==> src/rtl/fdivsqrt_seq_ctrl_if.sv <==
// Handshake bundle between issue/hazard logic and the divide/sqrt sequencing controller.
// The master side issues requests; the slave side is the controller.
interface fdivsqrt_seq_ctrl_if #(
    parameter int unsigned CNTW = 5
);
    logic            StartE;
    logic            SqrtE;
    logic [1:0]      FmtE;
    logic            SpecialCaseE;
    logic            StallM;
    logic            FlushE;
    logic            ReadyE;
    logic            IFDivStartE;
    logic            FDivBusyE;
    logic            FDivDoneE;
    logic [CNTW-1:0] IterLeft;

    modport master (
        output StartE, SqrtE, FmtE, SpecialCaseE, StallM, FlushE,
        input  ReadyE, IFDivStartE, FDivBusyE, FDivDoneE, IterLeft
    );

    modport slave (
        input  StartE, SqrtE, FmtE, SpecialCaseE, StallM, FlushE,
        output ReadyE, IFDivStartE, FDivBusyE, FDivDoneE, IterLeft
    );
endinterface

==> src/rtl/fdivsqrt_seq_ctrl.sv <==
// Sequencing controller for the radix-2^LOGR divide/sqrt iteration datapath: issues the load
// pulse, enables the iteration registers for a format-dependent cycle count, then flags done.
module fdivsqrt_seq_ctrl #(
    parameter int unsigned LOGR        = 2,
    parameter int unsigned DIVCOPIES   = 2,
    parameter int unsigned Q_SUPPORTED = 1,
    parameter int unsigned CNTW        = 5
) (
    input  logic                 clk,
    input  logic                 reset,
    fdivsqrt_seq_ctrl_if.slave   bus
);

    localparam int unsigned BitsPerCycle = LOGR * DIVCOPIES;

    function automatic int unsigned iter_cycles(input int unsigned nf);
        return (nf + 3 + BitsPerCycle - 1) / BitsPerCycle;
    endfunction

    // Counter load values are N-1 so that exactly N BUSY cycles elapse.
    localparam logic [CNTW-1:0] CntS = CNTW'(iter_cycles(23) - 1);
    localparam logic [CNTW-1:0] CntD = CNTW'(iter_cycles(52) - 1);
    localparam logic [CNTW-1:0] CntH = CNTW'(iter_cycles(10) - 1);
    localparam logic [CNTW-1:0] CntQ = CNTW'(iter_cycles(112) - 1);

    typedef enum logic [1:0] {StIdle, StBusy, StDone} state_e;

    state_e          state_q, state_d;
    logic [CNTW-1:0] cnt_q, cnt_d;
    logic [CNTW-1:0] cnt_load;
    logic            accept;
    logic            unused_sqrt;

    // Square root and divide share the same iteration count.
    assign unused_sqrt = bus.SqrtE;

    always_comb begin
        cnt_load = CntD;
        case (bus.FmtE)
            2'b00:   cnt_load = CntS;
            2'b01:   cnt_load = CntD;
            2'b10:   cnt_load = CntH;
            default: cnt_load = (Q_SUPPORTED != 0) ? CntQ : CntD;
        endcase
    end

    assign accept = (state_q == StIdle) & bus.StartE & ~bus.FlushE;

    always_ff @(posedge clk or negedge reset) begin
        if (!reset) begin
            state_q <= StIdle;
            cnt_q   <= '0;
        end else begin
            state_q <= state_d;
            cnt_q   <= cnt_d;
        end
    end

    always_comb begin
        state_d = state_q;
        cnt_d   = cnt_q;
        unique case (state_q)
            StIdle: begin
                if (accept) begin
                    if (bus.SpecialCaseE) begin
                        state_d = StDone;
                    end else begin
                        state_d = StBusy;
                        cnt_d   = cnt_load;
                    end
                end
            end
            StBusy: begin
                if (cnt_q == '0) begin
                    state_d = StDone;
                end else begin
                    cnt_d = cnt_q - 1'b1;
                end
            end
            StDone: begin
                if (!bus.StallM) state_d = StIdle;
            end
            default: state_d = StIdle;
        endcase
        // Flush overrides everything, including a stalled DONE.
        if (bus.FlushE) begin
            state_d = StIdle;
            cnt_d   = '0;
        end
    end

    always_comb begin
        bus.ReadyE      = (state_q == StIdle);
        // Gated by reset so no load pulse escapes while reset is held.
        bus.IFDivStartE = accept & ~bus.SpecialCaseE & reset;
        bus.FDivBusyE   = bus.IFDivStartE | (state_q == StBusy);
        bus.FDivDoneE   = (state_q == StDone) & ~bus.FlushE;
        bus.IterLeft    = cnt_q;
    end

endmodule

==> src/flat_wrapper.sv <==
// flat-port wrapper written by rule: the top's interface ports become plain ports
module fdivsqrt_seq_ctrl_flat 
#(
    parameter int unsigned LOGR        = 2,
    parameter int unsigned DIVCOPIES   = 2,
    parameter int unsigned Q_SUPPORTED = 1,
    parameter int unsigned CNTW        = 5
)
  (clk, reset, bus_StartE, bus_SqrtE, bus_FmtE, bus_SpecialCaseE, bus_StallM, bus_FlushE, bus_ReadyE, bus_IFDivStartE, bus_FDivBusyE, bus_FDivDoneE, bus_IterLeft);
  fdivsqrt_seq_ctrl_if #(.CNTW(CNTW)) bus_i ();
  input  logic clk;
  input  logic reset;
  input wire logic [$bits(bus_i.StartE)-1:0] bus_StartE;
  input wire logic [$bits(bus_i.SqrtE)-1:0] bus_SqrtE;
  input wire logic [$bits(bus_i.FmtE)-1:0] bus_FmtE;
  input wire logic [$bits(bus_i.SpecialCaseE)-1:0] bus_SpecialCaseE;
  input wire logic [$bits(bus_i.StallM)-1:0] bus_StallM;
  input wire logic [$bits(bus_i.FlushE)-1:0] bus_FlushE;
  output wire logic [$bits(bus_i.ReadyE)-1:0] bus_ReadyE;
  output wire logic [$bits(bus_i.IFDivStartE)-1:0] bus_IFDivStartE;
  output wire logic [$bits(bus_i.FDivBusyE)-1:0] bus_FDivBusyE;
  output wire logic [$bits(bus_i.FDivDoneE)-1:0] bus_FDivDoneE;
  output wire logic [$bits(bus_i.IterLeft)-1:0] bus_IterLeft;
  assign bus_i.StartE = bus_StartE;
  assign bus_i.SqrtE = bus_SqrtE;
  assign bus_i.FmtE = bus_FmtE;
  assign bus_i.SpecialCaseE = bus_SpecialCaseE;
  assign bus_i.StallM = bus_StallM;
  assign bus_i.FlushE = bus_FlushE;
  assign bus_ReadyE = bus_i.ReadyE;
  assign bus_IFDivStartE = bus_i.IFDivStartE;
  assign bus_FDivBusyE = bus_i.FDivBusyE;
  assign bus_FDivDoneE = bus_i.FDivDoneE;
  assign bus_IterLeft = bus_i.IterLeft;
  fdivsqrt_seq_ctrl #(.LOGR(LOGR), .DIVCOPIES(DIVCOPIES), .Q_SUPPORTED(Q_SUPPORTED), .CNTW(CNTW)) u_core (.clk(clk), .reset(reset), .bus(bus_i));
endmodule
==> config.mk <==
export PLATFORM = sky130hd
export DESIGN_NAME = fdivsqrt_seq_ctrl_flat
export DESIGN_NICKNAME = d
export VERILOG_FILES = /design/src/rtl/fdivsqrt_seq_ctrl_if.sv /design/src/rtl/fdivsqrt_seq_ctrl.sv /design/src/flat_wrapper.sv
export SDC_FILE = /design/constraint.sdc
export NUM_CORES = 1
export LEC_CHECK = 0
export CAP_MARGIN = 30
export CORE_AREA = 2 2 39 41
export CTS_CLUSTER_SIZE = 14
export DETAILED_ROUTE_END_ITERATION = 8
export DIE_AREA = 0 0 41 43
export PLACE_DENSITY = 0.74
export SLEW_MARGIN = 0
export SYNTH_ARGS = -nofsm -noshare
export SYNTH_HDL_FRONTEND = slang
export SYNTH_SLANG_ARGS = --single-unit
==> constraint.sdc <==
create_clock -name clk -period 2.5 [get_ports clk]
set_clock_uncertainty 0.05 [all_clocks]
set_input_delay 0.375 -clock clk [delete_from_list [all_inputs] [get_ports clk]]
set_output_delay 0.375 -clock clk [all_outputs]
set_load 0.005 [all_outputs]
# Word level (Yosys, flattened, before mapping)
# Cells that the tools add are included.
[totals]
out_inout_bits = 9
latchBits = 0
reg_bits = 7
mem_bits_ro = 0
memories = 0
in_bits = 9
ramBits = 0
[op_classes]
mul = 0
n_eq_ne = 9
n_reduce_logical = 6
bitwise_logic = 8
n_div = 0
shift = 0
n_mux = 12
add_sub_neg = 1
magnitude_cmp = 0
[ops]
columns = ["op", "count"]
rows = [
  ["2-to-1 mux 5 bit", 4],
  ["one-hot mux 5 bit (3 select lines)", 1],
  ["2-to-1 mux 2 bit", 5],
  ["one-hot mux 5 bit (2 select lines)", 1],
  ["!= test 3 bit, second input constant", 3],
  ["!= test 3 x 2 -> 1 bit, second input constant", 2],
  ["one-hot mux 2 bit (3 select lines)", 1],
  ["bitwise AND 1 bit", 5],
  ["zero test 5 bit", 1],
  ["subtractor 5 x 1 -> 5 bit, second input constant", 1],
  ["equality test 2 x 1 -> 1 bit, second input constant", 2],
  ["equality test 2 bit, second input constant", 2],
  ["zero test 2 bit", 2],
  ["AND reduction 4 bit", 1],
  ["AND reduction 3 bit", 1],
  ["nonzero test 3 bit", 1],
  ["NOT 1 bit", 2],
  ["OR 1 bit", 1],
]

# Depth between registers and ports, before layout
# Gate-level depths: netlist of the first run.
[depth]
word_depth = 6
mapped_depth = 6
depth_no_buf = 6

# Least setup slack after synthesis of the first run
# OpenSTA, ideal clock, no wires.
[synth_timing]
kind = "register to register"
startpoint = "reg u_core.cnt_q[0] (netlist: u_core.bus.IterLeft[0])"
endpoint = "reg u_core.cnt_q[0] (netlist: u_core.bus.IterLeft[0])"
setup_slack_ps = 880
period_less_slack_ps = 1620
arrival_ps = 1437
stages_incl_launch_ff = 7
path_cell_list = "dfrtp_1 -> inv_1 -> ha_1 -> and4bb_4 -> a221oi_4 -> mux2i_1 -> a21oi_1"
[synth_via]
elab_chain_len = 4
[synth_lines]
columns = ["item", "line", "source"]
rows = [
  ["from (decl)", "fdivsqrt_seq_ctrl.sv:29", "logic [CNTW-1:0] cnt_q, cnt_d;"],
  ["from (signal assigned)", "fdivsqrt_seq_ctrl.sv:55", "cnt_q <= cnt_d;"],
  ["subtractor 5 x 1 -> 5 bit", "fdivsqrt_seq_ctrl.sv:77", "cnt_d = cnt_q - 1'b1;"],
  ["2-to-1 mux 5 bit", "fdivsqrt_seq_ctrl.sv:74", "if (cnt_q == '0) begin"],
  ["one-hot mux 5 bit (2 select lines)", "fdivsqrt_seq_ctrl.sv:62", "unique case (state_q)"],
  ["2-to-1 mux 5 bit", "fdivsqrt_seq_ctrl.sv:86", "if (bus.FlushE) begin"],
]
# Parallel ways exist; a longest one is shown, timed or not. The select of a mux whose other input is x is not followed.
# A chain may end at the register's enable or synchronous reset.

# Worst setup path in the final report of the first run
[layout_timing]
startpoint = "in bus_SpecialCaseE"
endpoint = "out bus_FDivBusyE"
[layout_via]
elab_chain_len = 4
[layout_lines]
columns = ["item", "line", "source"]
rows = [
  ["from (decl)", "flat_wrapper.sv:16", "input wire logic [$bits(bus_i.SpecialCaseE)-1:0] bus_SpecialCaseE;"],
  ["NOT 1 bit", "fdivsqrt_seq_ctrl.sv:95", "bus.IFDivStartE = accept & ~bus.SpecialCaseE & reset;"],
  ["bitwise AND 1 bit (2 in series)", "fdivsqrt_seq_ctrl.sv:95", ""],
  ["OR 1 bit", "fdivsqrt_seq_ctrl.sv:96", "bus.FDivBusyE = bus.IFDivStartE | (state_q == StBusy);"],
  ["to (decl)", "flat_wrapper.sv:21", "output wire logic [$bits(bus_i.FDivBusyE)-1:0] bus_FDivBusyE;"],
]
# No other way between the ends.

==> impl_metrics.env, run 1 <==
export IMPL_dieArea_mm2=0.00176
export IMPL_antenna_found_initial=0
export IMPL_cts_buffers=3
export IMPL_max_slew_margin_rel_pct=76.0
export IMPL_required_ns=2.08
export IMPL_drt_total_wl_um=1160
export IMPL_grt_max_degree=11
export IMPL_period_minus_slack_ns=2.39
export IMPL_ys_warn_count=0
export IMPL_p_per_area_mw_per_mm2=483
export IMPL_hold_viol=0
export IMPL_hpwl_um=949
export IMPL_critPathTopFamily="buffers and inverters"
export IMPL_drive_gt1_share_pct=10.6
export IMPL_io_buffers=16
export IMPL_synthCells=65
export IMPL_slew_violations=0
export IMPL_clock_latency_ns=0.25
export IMPL_ff2ff_path_depth=6
export IMPL_syn_nets=80
export IMPL_crit_fanout=3
export IMPL_synth_top_cell_by_area="dfrtp_1"
export IMPL_ctsHoldBuffers=0
export IMPL_synth_area_per_cell_um2=8.66
export IMPL_cts_buffer_depth=2
export IMPL_setup_worst_path_end_class="primary output"
export IMPL_r2r_setup_slack_ns=0.76
export IMPL_synth_seq_cells=7
export IMPL_start_kind="primary input"
export IMPL_ys_types=24
export IMPL_syn_to_final_growth_pct=38.2
export IMPL_maxCapViolations=0
export IMPL_grt_pass1_vias=438
export IMPL_place_gp_congestion=0.726
export IMPL_die_w_um=41
export IMPL_synth_edf_count=0
export IMPL_core_area_mm2=0.00138
export IMPL_fmax_ghz=0.418
export IMPL_slowest_delay_ns=0.50
export IMPL_cts_resized=0
export IMPL_synth_common_cells="a21oi_1, dfrtp_1, ha_1, inv_1, nor2_1"
export IMPL_diodes=0
export IMPL_fin_crit_sh_pct=95.7
export IMPL_p_leak_uw=0.000344
export IMPL_drt_first_pass_iters=3
export IMPL_gr_total_overflow=0
export IMPL_grt_usage_pct=14.8
export IMPL_p_clk_share_pct=26.8
export IMPL_cts_sinks=7
export IMPL_intPower_uw=262
export IMPL_post_cts_setup_buffers=0
export IMPL_htree_num_levels=1
export IMPL_initial_utilization_pct=40.7
export IMPL_path_buf_inv=2
export IMPL_worstPathArrival_ns=1.97
export IMPL_grt_pass1_wl_um=1770
export IMPL_final_nets=101
export IMPL_vias_per_cell=5.06
export IMPL_hp_class="primary input to async pin"
export IMPL_swShare_pct=30.3
export IMPL_power_frac_comb_pct=35.4
export IMPL_drt_iter0_drc=11
export IMPL_yosysSeqAreaShare_pct=31.1
export IMPL_synthFlopType="dfrtp_1"
export IMPL_drc=0
export IMPL_status="finished, final reports clean"
export IMPL_syn_area_um2=563
export IMPL_num_io_pins=18
export IMPL_setup_viol=0
export IMPL_die_h_um=43
export IMPL_switching_power_uw=114
export IMPL_cpMaxStageDelayCell="clkdlybuf4s50_1"
export IMPL_cts_root_buf="clkbuf_4"
export IMPL_num_rows=14
export IMPL_vdd_ir_drop_max_v=0.000305
export IMPL_rsz0062_at_grt="false"
export IMPL_num_vias=511
export IMPL_cts_tree="yes"
export IMPL_yosysTopAreaCellShare_pct=31.1
export IMPL_worstSetupPathType="primary input to primary output"
export IMPL_ant_nets=0
export IMPL_worstMarginPinSlew_ns=0.360
export IMPL_synth_area_leaders="dfrtp_1, ha_1, a21oi_1"
export IMPL_clk_pin_slew_ns=0.05
export IMPL_r2r_end="u_core.bus.IterLeft[0]"
export IMPL_hold_slack_ns=0.381
export IMPL_fin_setup_tns_ns=0
export IMPL_path_cells="clkdlybuf4s50_1, nand2b_1, nor3_1, and3b_1, nand2b_1, clkdlybuf4s50_1"
export IMPL_wire_per_inst_um=11.5
export IMPL_share_seq_of_total_power_pct=37.8
export IMPL_async_flop_share_pct=100
export IMPL_r2r_start="u_core.bus.IterLeft[0]"
## cell families (layout without fill, tap and decap cells)
logic type                 after synthesis  in the layout  share of synthesized area [%]
and+or+nand+nor                         25             25                           25.1
muxes                                    1              1                           1.78
buffers and inverters                   10             30                           7.11
xor gates and xnor gates                 1              1                           1.56
DFF                                      7              7                           31.1
AOI/OAI and AO/OA                       15             15                           20.0
adders and majority gates                6              6                           13.3
## final cells by class
| cell class | instances | area (um^2) |
|---|---|---|
| multi-input cells | 48 | 348 |
| well taps | 16 | 20.0 |
| fillers | 133 | 606 |
| repair buffers | 19 | 183 |
| inverters | 7 | 26.3 |
| clock buffers | 4 | 26.3 |
| flip-flops and latches | 7 | 175 |
## state kept, by name, indices dropped and copies added, names as in the netlist
register and count:
u_core.bus.IterLeft 5, u_core.state_q 2
## cell usage in the layout, fill, tap and decap left out
cell             count
clkdlybuf4s50_1     16
a21oi_1              7
dfrtp_1              7
inv_1                6
ha_1                 6
nor2_1               5
nand2b_1             4
nand2_1              4
nor3_1               3
nand3_1              3
clkbuf_4             3
buf_4                3
nor3b_1              2
o21ai_0              2
o211ai_1             2
nor2b_1              2
and3b_1              1
and4bb_4             1
inv_2                1
a221oi_4             1
o211a_1              1
a21o_1               1
mux2i_1              1
xor2_1               1
o2111ai_1            1
clkbuf_1             1
## metal layers
layer	up-vias	share of wire [%]	track usage (%)	wire length, um
li1	261	-	-	-
met1	238	47	18.7	549
met2	10	48	24.4	554
met3	2	3.4	1.57	39
met4	0	1.4	6.00	16
met5	-	0	0	0
## how the worst max path moves through the flow
stage	startpoint	end	slack, ns	depth (start not counted)
6_report	bus_SpecialCaseE	bus_FDivBusyE	0.11	6
2_1_floorplan	u_core.bus.IterLeft[0]	u_core.bus.IterLeft[0]	0.88	6
3_3_place_gp	bus_SpecialCaseE	bus_FDivBusyE	0.12	6
3_5_place_dp	bus_SpecialCaseE	bus_FDivBusyE	0.10	6
4_1_cts	bus_SpecialCaseE	bus_FDivBusyE	0.09	6
5_1_grt	bus_SpecialCaseE	bus_FDivBusyE	0.03	6
## power by group through the flow
stage          combinational [uW]  clock [uW]  sequential (uW)
6_report                      133         101              142
5_1_grt                       148         111              144
4_1_cts                       135         105              142
3_5_place_dp                  135           0              144
3_3_place_gp                  132           0              144
2_1_floorplan                80.8           0              138
## metrics by stage
step	power [uW]	std cells	setup slack (ns)	instance area [um^2]	utilization (%)
final	376	101	0.109	778	56.2
after global routing	403	101	0.0302	778	56.2
after CTS	382	101	0.0925	778	56.2
after detailed placement	278	97	0.101	752	54.3
after global placement	276	97	0.121	752	54.3
after floorplan	219	65	0.880	563	-
(Power assumes the default switching activity.)
==> run 2: changes to the inputs <==
--- a/config.mk
+++ b/config.mk
@@ -10,7 +10,8 @@
 export CTS_CLUSTER_SIZE = 14
 export DETAILED_ROUTE_END_ITERATION = 8
 export DIE_AREA = 0 0 41 43
-export PLACE_DENSITY = 0.74
+export DONT_BUFFER_PORTS = 1
+export PLACE_DENSITY = 0.55
 export SLEW_MARGIN = 0
 export SYNTH_ARGS = -nofsm -noshare
 export SYNTH_HDL_FRONTEND = slang
==> run 2 against run 1 <==
Against the previous run:
- maximum frequency is 35% higher
- utilization is 12 points lower
- combinational power is 33% lower
==> impl_metrics.env, run 2 (synthesized netlist as in run 1, its figures left out) <==
export IMPL_r2r_end="u_core.bus.IterLeft[0]"
export IMPL_maxCapViolations=0
export IMPL_final_nets=83
export IMPL_grt_pass1_wl_um=1610
export IMPL_grt_usage_pct=13.8
export IMPL_largest_reg_flops=5
export IMPL_vias_per_cell=5.17
export IMPL_cts_resized=0
export IMPL_clk_pin_slew_ns=0.05
export IMPL_rsz0062_at_grt="false"
export IMPL_num_vias=429
export IMPL_htree_num_levels=1
export IMPL_dp_slack_ns=0.731
export IMPL_wire_per_inst_um=13.0
export IMPL_r2r_setup_slack_ns=0.74
export IMPL_io_buffers=0
export IMPL_syn_to_final_growth_pct=7.56
export IMPL_nFillCells=159
export IMPL_fin_cells=83
export IMPL_worstSetupPathType="flip-flop to primary output"
export IMPL_antenna_found_initial=0
export IMPL_max_slew_margin_rel_pct=75.7
export IMPL_hold_depth=1
export IMPL_die_w_um=41
export IMPL_cpMaxStageDelayCell="dfrtp_1"
export IMPL_hold_path_startpoint="bus_FlushE"
export IMPL_cts_buffer_depth=2
export IMPL_num_io_pins=18
export IMPL_hold_viol=0
export IMPL_core_area_mm2=0.00138
export IMPL_drt_first_pass_iters=3
export IMPL_grt_max_degree=11
export IMPL_setup_worst_path_end_class="primary output"
export IMPL_fin_crit_sh_pct=70.7
export IMPL_cts_sinks=7
export IMPL_r2r_start="u_core.bus.IterLeft[0]"
export IMPL_slowest_delay_ns=0.48
export IMPL_ant_nets=0
export IMPL_required_ns=2.08
export IMPL_worstMarginPinSlew_ns=0.364
export IMPL_critPathTopFamily="simple AND/OR/NAND/NOR gates"
export IMPL_worstPathArrival_ns=1.34
export IMPL_die_h_um=43
export IMPL_drive_gt1_share_pct=8.96
export IMPL_whs_endpoint="u_core.bus.IterLeft[3]"
export IMPL_start_kind="flip-flop"
export IMPL_cts_tree="yes"
export IMPL_crit_fanout=10
export IMPL_grt_pass1_vias=399
export IMPL_clock_latency_ns=0.24
export IMPL_initial_utilization_pct=40.7
export IMPL_gr_total_overflow=0
export IMPL_dieArea_mm2=0.00176
export IMPL_fmax_ghz=0.565
export IMPL_drt_total_wl_um=1080
export IMPL_final_setup_worst_slack_ns=0.732
export IMPL_status="finished, final reports clean"
export IMPL_drt_iter0_drc=9
export IMPL_drc=0
export IMPL_path_cells="nor3_1, and3b_1, nand2b_1"
export IMPL_hpwl_um=866
export IMPL_path_buf_inv=0
export IMPL_diodes=0
export IMPL_total_power_uw=328
export IMPL_cts_root_buf="clkbuf_4"
export IMPL_post_cts_setup_buffers=0
export IMPL_p_leak_uw=0.000274
export IMPL_period_minus_slack_ns=1.77
export IMPL_vdd_ir_drop_max_v=0.000246
export IMPL_placed_cells=78
export IMPL_slew_violations=0
export IMPL_cts_buffers=3
export IMPL_num_rows=14
export IMPL_p_per_area_mw_per_mm2=541
export IMPL_fin_setup_tns_ns=0
export IMPL_setup_viol=0
export IMPL_hp_class="primary input to flip-flop"
export IMPL_final_cell_mix="a21oi_1, dfrtp_1, inv_1, ha_1, nor2_1"
export IMPL_place_gp_congestion=0.746
export IMPL_ff2ff_path_depth=6
[run 2: changes by cell type in the layout (fill, tap and decap cells not counted)]
cell             delta
buf_4               -3
dlygate4sd3_1       +1
clkdlybuf4s50_1    -16
[run 2: how the worst max path moves through the flow]
stage | end | startpoint | depth (start not counted) | slack (ns)
3_3_place_gp | u_core.bus.IterLeft[0] | u_core.bus.IterLeft[0] | 6 | 0.74
5_1_grt | u_core.bus.IterLeft[0] | u_core.bus.IterLeft[0] | 6 | 0.62
4_1_cts | u_core.bus.IterLeft[0] | u_core.bus.IterLeft[0] | 6 | 0.72
6_report | bus_FDivBusyE | u_core.state_q[1] | 3 | 0.73
2_1_floorplan | u_core.bus.IterLeft[0] | u_core.bus.IterLeft[0] | 6 | 0.88
3_5_place_dp | u_core.bus.IterLeft[0] | u_core.bus.IterLeft[0] | 6 | 0.73
[run 2: power breakdown]
group	internal [uW]	total, uW	switching (uW)	leakage, uW
clock network	60.5	95.8	35.3	0.0000150
logic	42.7	88.6	45.9	0.000165
registers	125	144	18.7	0.0000943
[run 2: what timing repair did]
item	CTS	global route
endpoints found under the setup margin	0	0
endpoints found under the hold margin	7	0
hold buffers	1	0
[run 2: final cells by class]
class / instances / area (um^2) / share of cell area, %
Multi-Input combinational cell: 48 / 348 / 57.4
Clock buffer: 4 / 26.3 / 4.34
Sequential cell: 7 / 175 / 28.9
Tap cell: 16 / 20.0 / 3.31
Timing Repair Buffer: 1 / 10.0 / 1.65
Inverter: 7 / 26.3 / 4.34
[run 2: metrics by stage]
stage               instance area, um^2  util (%)  hold slack (ns)
floorplan                           563         -           0.0294
global route                        606      43.8            0.133
finish                              606      43.8            0.144
CTS                                 606      43.8            0.137
global placement                    569      41.1           0.0296
detailed placement                  569      41.1           0.0296
[run 2: routing by layer]
metal / routed length, um / up-vias / track usage [%] / share of wire, %
met2: 520 / 7 / 20.3 / 48
met4: 12 / 0 / 8.00 / 1.1
met1: 492 / 190 / 17.6 / 46
met5: 0 / - / 0 / 0
met3: 50 / 2 / 3.14 / 4.6
li1: - / 230 / - / -
==> run 3: changes to the inputs <==
==> constraint.sdc (replaced) <==
create_clock -name clk -period 1.8 [get_ports clk]
set_clock_uncertainty 0.05 [all_clocks]
set_input_delay 0.27 -clock clk [delete_from_list [all_inputs] [get_ports clk]]
set_output_delay 0.27 -clock clk [all_outputs]
set_load 0.005 [all_outputs]
==> run 3 against run 2 <==
Against the previous run:
- via count increased by 7.2%
- critical endpoint is now u_core.bus.IterLeft[0]
- combinational power increased by 70%
- count of clock-buffer cells in the layout unchanged
- utilization increased by 2.6 points
- flip-flop and latch count unchanged
- largest power group unchanged
- sequential power increased by 32%
- cell area increased by 6.0%
==> impl_metrics.env, run 3 (synthesized netlist as in run 1, its figures left out) <==
export IMPL_final_cell_mix="a21oi_1, dfrtp_1, inv_1, ha_1, nor2_1"
export IMPL_core_area_mm2=0.00138
export IMPL_syn_to_final_growth_pct=14.0
export IMPL_vdd_ir_drop_max_v=0.000392
export IMPL_drt_iter0_drc=2
export IMPL_antenna_found_initial=0
export IMPL_hold_depth=1
export IMPL_slew_violations=0
export IMPL_rsz0062_at_grt="false"
export IMPL_place_gp_congestion=0.747
export IMPL_drive_gt1_share_pct=16.9
export IMPL_ff2ff_path_depth=6
export IMPL_die_h_um=43
export IMPL_start_kind="flip-flop"
export IMPL_switching_power_uw=144
export IMPL_p_leak_uw=0.000298
export IMPL_status="finished, final reports clean"
export IMPL_period_minus_slack_ns=1.70
export IMPL_worstPathArrival_ns=1.77
export IMPL_initial_utilization_pct=40.7
export IMPL_hold_path_startpoint="bus_FlushE"
export IMPL_num_io_pins=18
export IMPL_largest_reg_flops=5
export IMPL_fmax_ghz=0.590
export IMPL_drt_total_wl_um=1130
export IMPL_diodes=0
export IMPL_cts_buffers=3
export IMPL_crit_fanout=6
export IMPL_num_rows=14
export IMPL_die_w_um=41
export IMPL_wire_per_inst_um=13.0
export IMPL_intPower_uw=330
export IMPL_swShare_pct=30.4
export IMPL_grt_usage_pct=15.7
export IMPL_worstMarginPinSlew_ns=0.385
export IMPL_final_nets=87
export IMPL_num_vias=460
export IMPL_required_ns=1.87
export IMPL_dp_slack_ns=0.108
export IMPL_setup_worst_path_end_class="flip-flop"
export IMPL_p_clk_share_pct=28.0
export IMPL_htree_num_levels=1
export IMPL_dieArea_mm2=0.00176
export IMPL_cts_root_buf="clkbuf_4"
export IMPL_r2r_start="u_core.bus.IterLeft[0]"
export IMPL_io_buffers=0
export IMPL_power_frac_comb_pct=31.8
export IMPL_path_cells="inv_1, ha_1, and4bb_4, a221oi_4, mux2i_1, a21oi_1"
export IMPL_r2r_end="u_core.bus.IterLeft[0]"
export IMPL_setup_viol=0
export IMPL_drt_first_pass_iters=3
export IMPL_cts_sinks=7
export IMPL_grt_max_degree=11
export IMPL_gr_total_overflow=0
export IMPL_grt_pass1_wl_um=1790
export IMPL_r2r_setup_slack_ns=0.10
export IMPL_drc=0
export IMPL_vias_per_cell=5.29
export IMPL_maxCapViolations=0
export IMPL_hold_slack_ns=0.0357
export IMPL_hp_class="primary input to flip-flop"
export IMPL_post_cts_setup_buffers=0
export IMPL_whs_endpoint="u_core.bus.IterLeft[3]"
export IMPL_final_setup_worst_slack_ns=0.104
export IMPL_grt_pass1_vias=423
export IMPL_max_slew_margin_rel_pct=74.3
export IMPL_slowest_delay_ns=0.38
export IMPL_ant_nets=0
export IMPL_worstSetupPathType="flip-flop to flip-flop"
export IMPL_p_per_area_mw_per_mm2=739
export IMPL_clk_pin_slew_ns=0.05
export IMPL_cts_buffer_depth=2
export IMPL_fin_crit_sh_pct=94.2
export IMPL_cpMaxStageDelayCell="a221oi_4"
export IMPL_share_seq_of_total_power_pct=40.2
export IMPL_hpwl_um=925
export IMPL_clock_latency_ns=0.24
export IMPL_hold_viol=0
export IMPL_fin_setup_tns_ns=0
export IMPL_cts_tree="yes"
-- run 3: cell count changes in the layout (fill, tap and decap cells not counted), sizes merged --
cell  delta
buf      +4
-- run 3: cell type report --
class / instances / area (um^2)
inverter: 7 / 26.3
tap: 16 / 20.0
fill: 149 / 742
clock buffer: 4 / 26.3
multi-input combinational: 48 / 354
sequential: 7 / 175
timing repair buffer: 5 / 40.0
-- run 3: power by group through the flow --
stage / logic (uW) / clock network, uW / registers (uW)
floorplan: 112 / 0 / 191
global placement: 145 / 0 / 192
detailed placement: 148 / 0 / 193
CTS: 152 / 143 / 190
global route: 169 / 153 / 193
finish: 151 / 133 / 190
-- run 3: worst max path at each step --
stage	slack, ns	depth (start not counted)	to	start
final	0.10	6	u_core.bus.IterLeft[0]	u_core.bus.IterLeft[0]
after detailed placement	0.11	6	u_core.bus.IterLeft[0]	u_core.bus.IterLeft[0]
after floorplan	0.18	6	u_core.bus.IterLeft[0]	u_core.bus.IterLeft[0]
after global placement	0.13	6	u_core.bus.IterLeft[0]	u_core.bus.IterLeft[0]
after global routing	0.02	6	u_core.bus.IterLeft[0]	u_core.bus.IterLeft[0]
after CTS	0.06	4	bus_FDivBusyE	u_core.state_q[0]
-- run 3: timing repair --
item	in CTS	in global routing
hold buffers	1	0
hold endpoints to repair	7	0
endpoints found under the setup margin	0	1
gates resized for setup	0	2
-- run 3: metal layers --
layer	part of all wire (%)	global-route usage, %
met4	0.71	12.0
met3	4.5	3.14
met5	0	0
met2	49	22.8
met1	45	19.1
-- run 3: worst max-delay path, delay by kind of cell, from the launching register on --
| kind | cells | cell delay [ns] |
|---|---|---|
| compound gates | 2 | 0.47 |
| flops | 1 | 0.33 |
| simple gates | 1 | 0.23 |
| mux | 1 | 0.23 |
| fa+ha+maj | 1 | 0.22 |
| buf+inv | 1 | 0.04 |
-- run 3: through the flow --
step	utilization [%]	area, um^2	cells	power (uW)
after floorplan	-	563	65	304
after global placement	43.3	599	82	338
after detailed placement	43.3	599	82	340
after CTS	45.9	636	87	486
after global routing	46.4	642	87	516
final	46.4	642	87	474
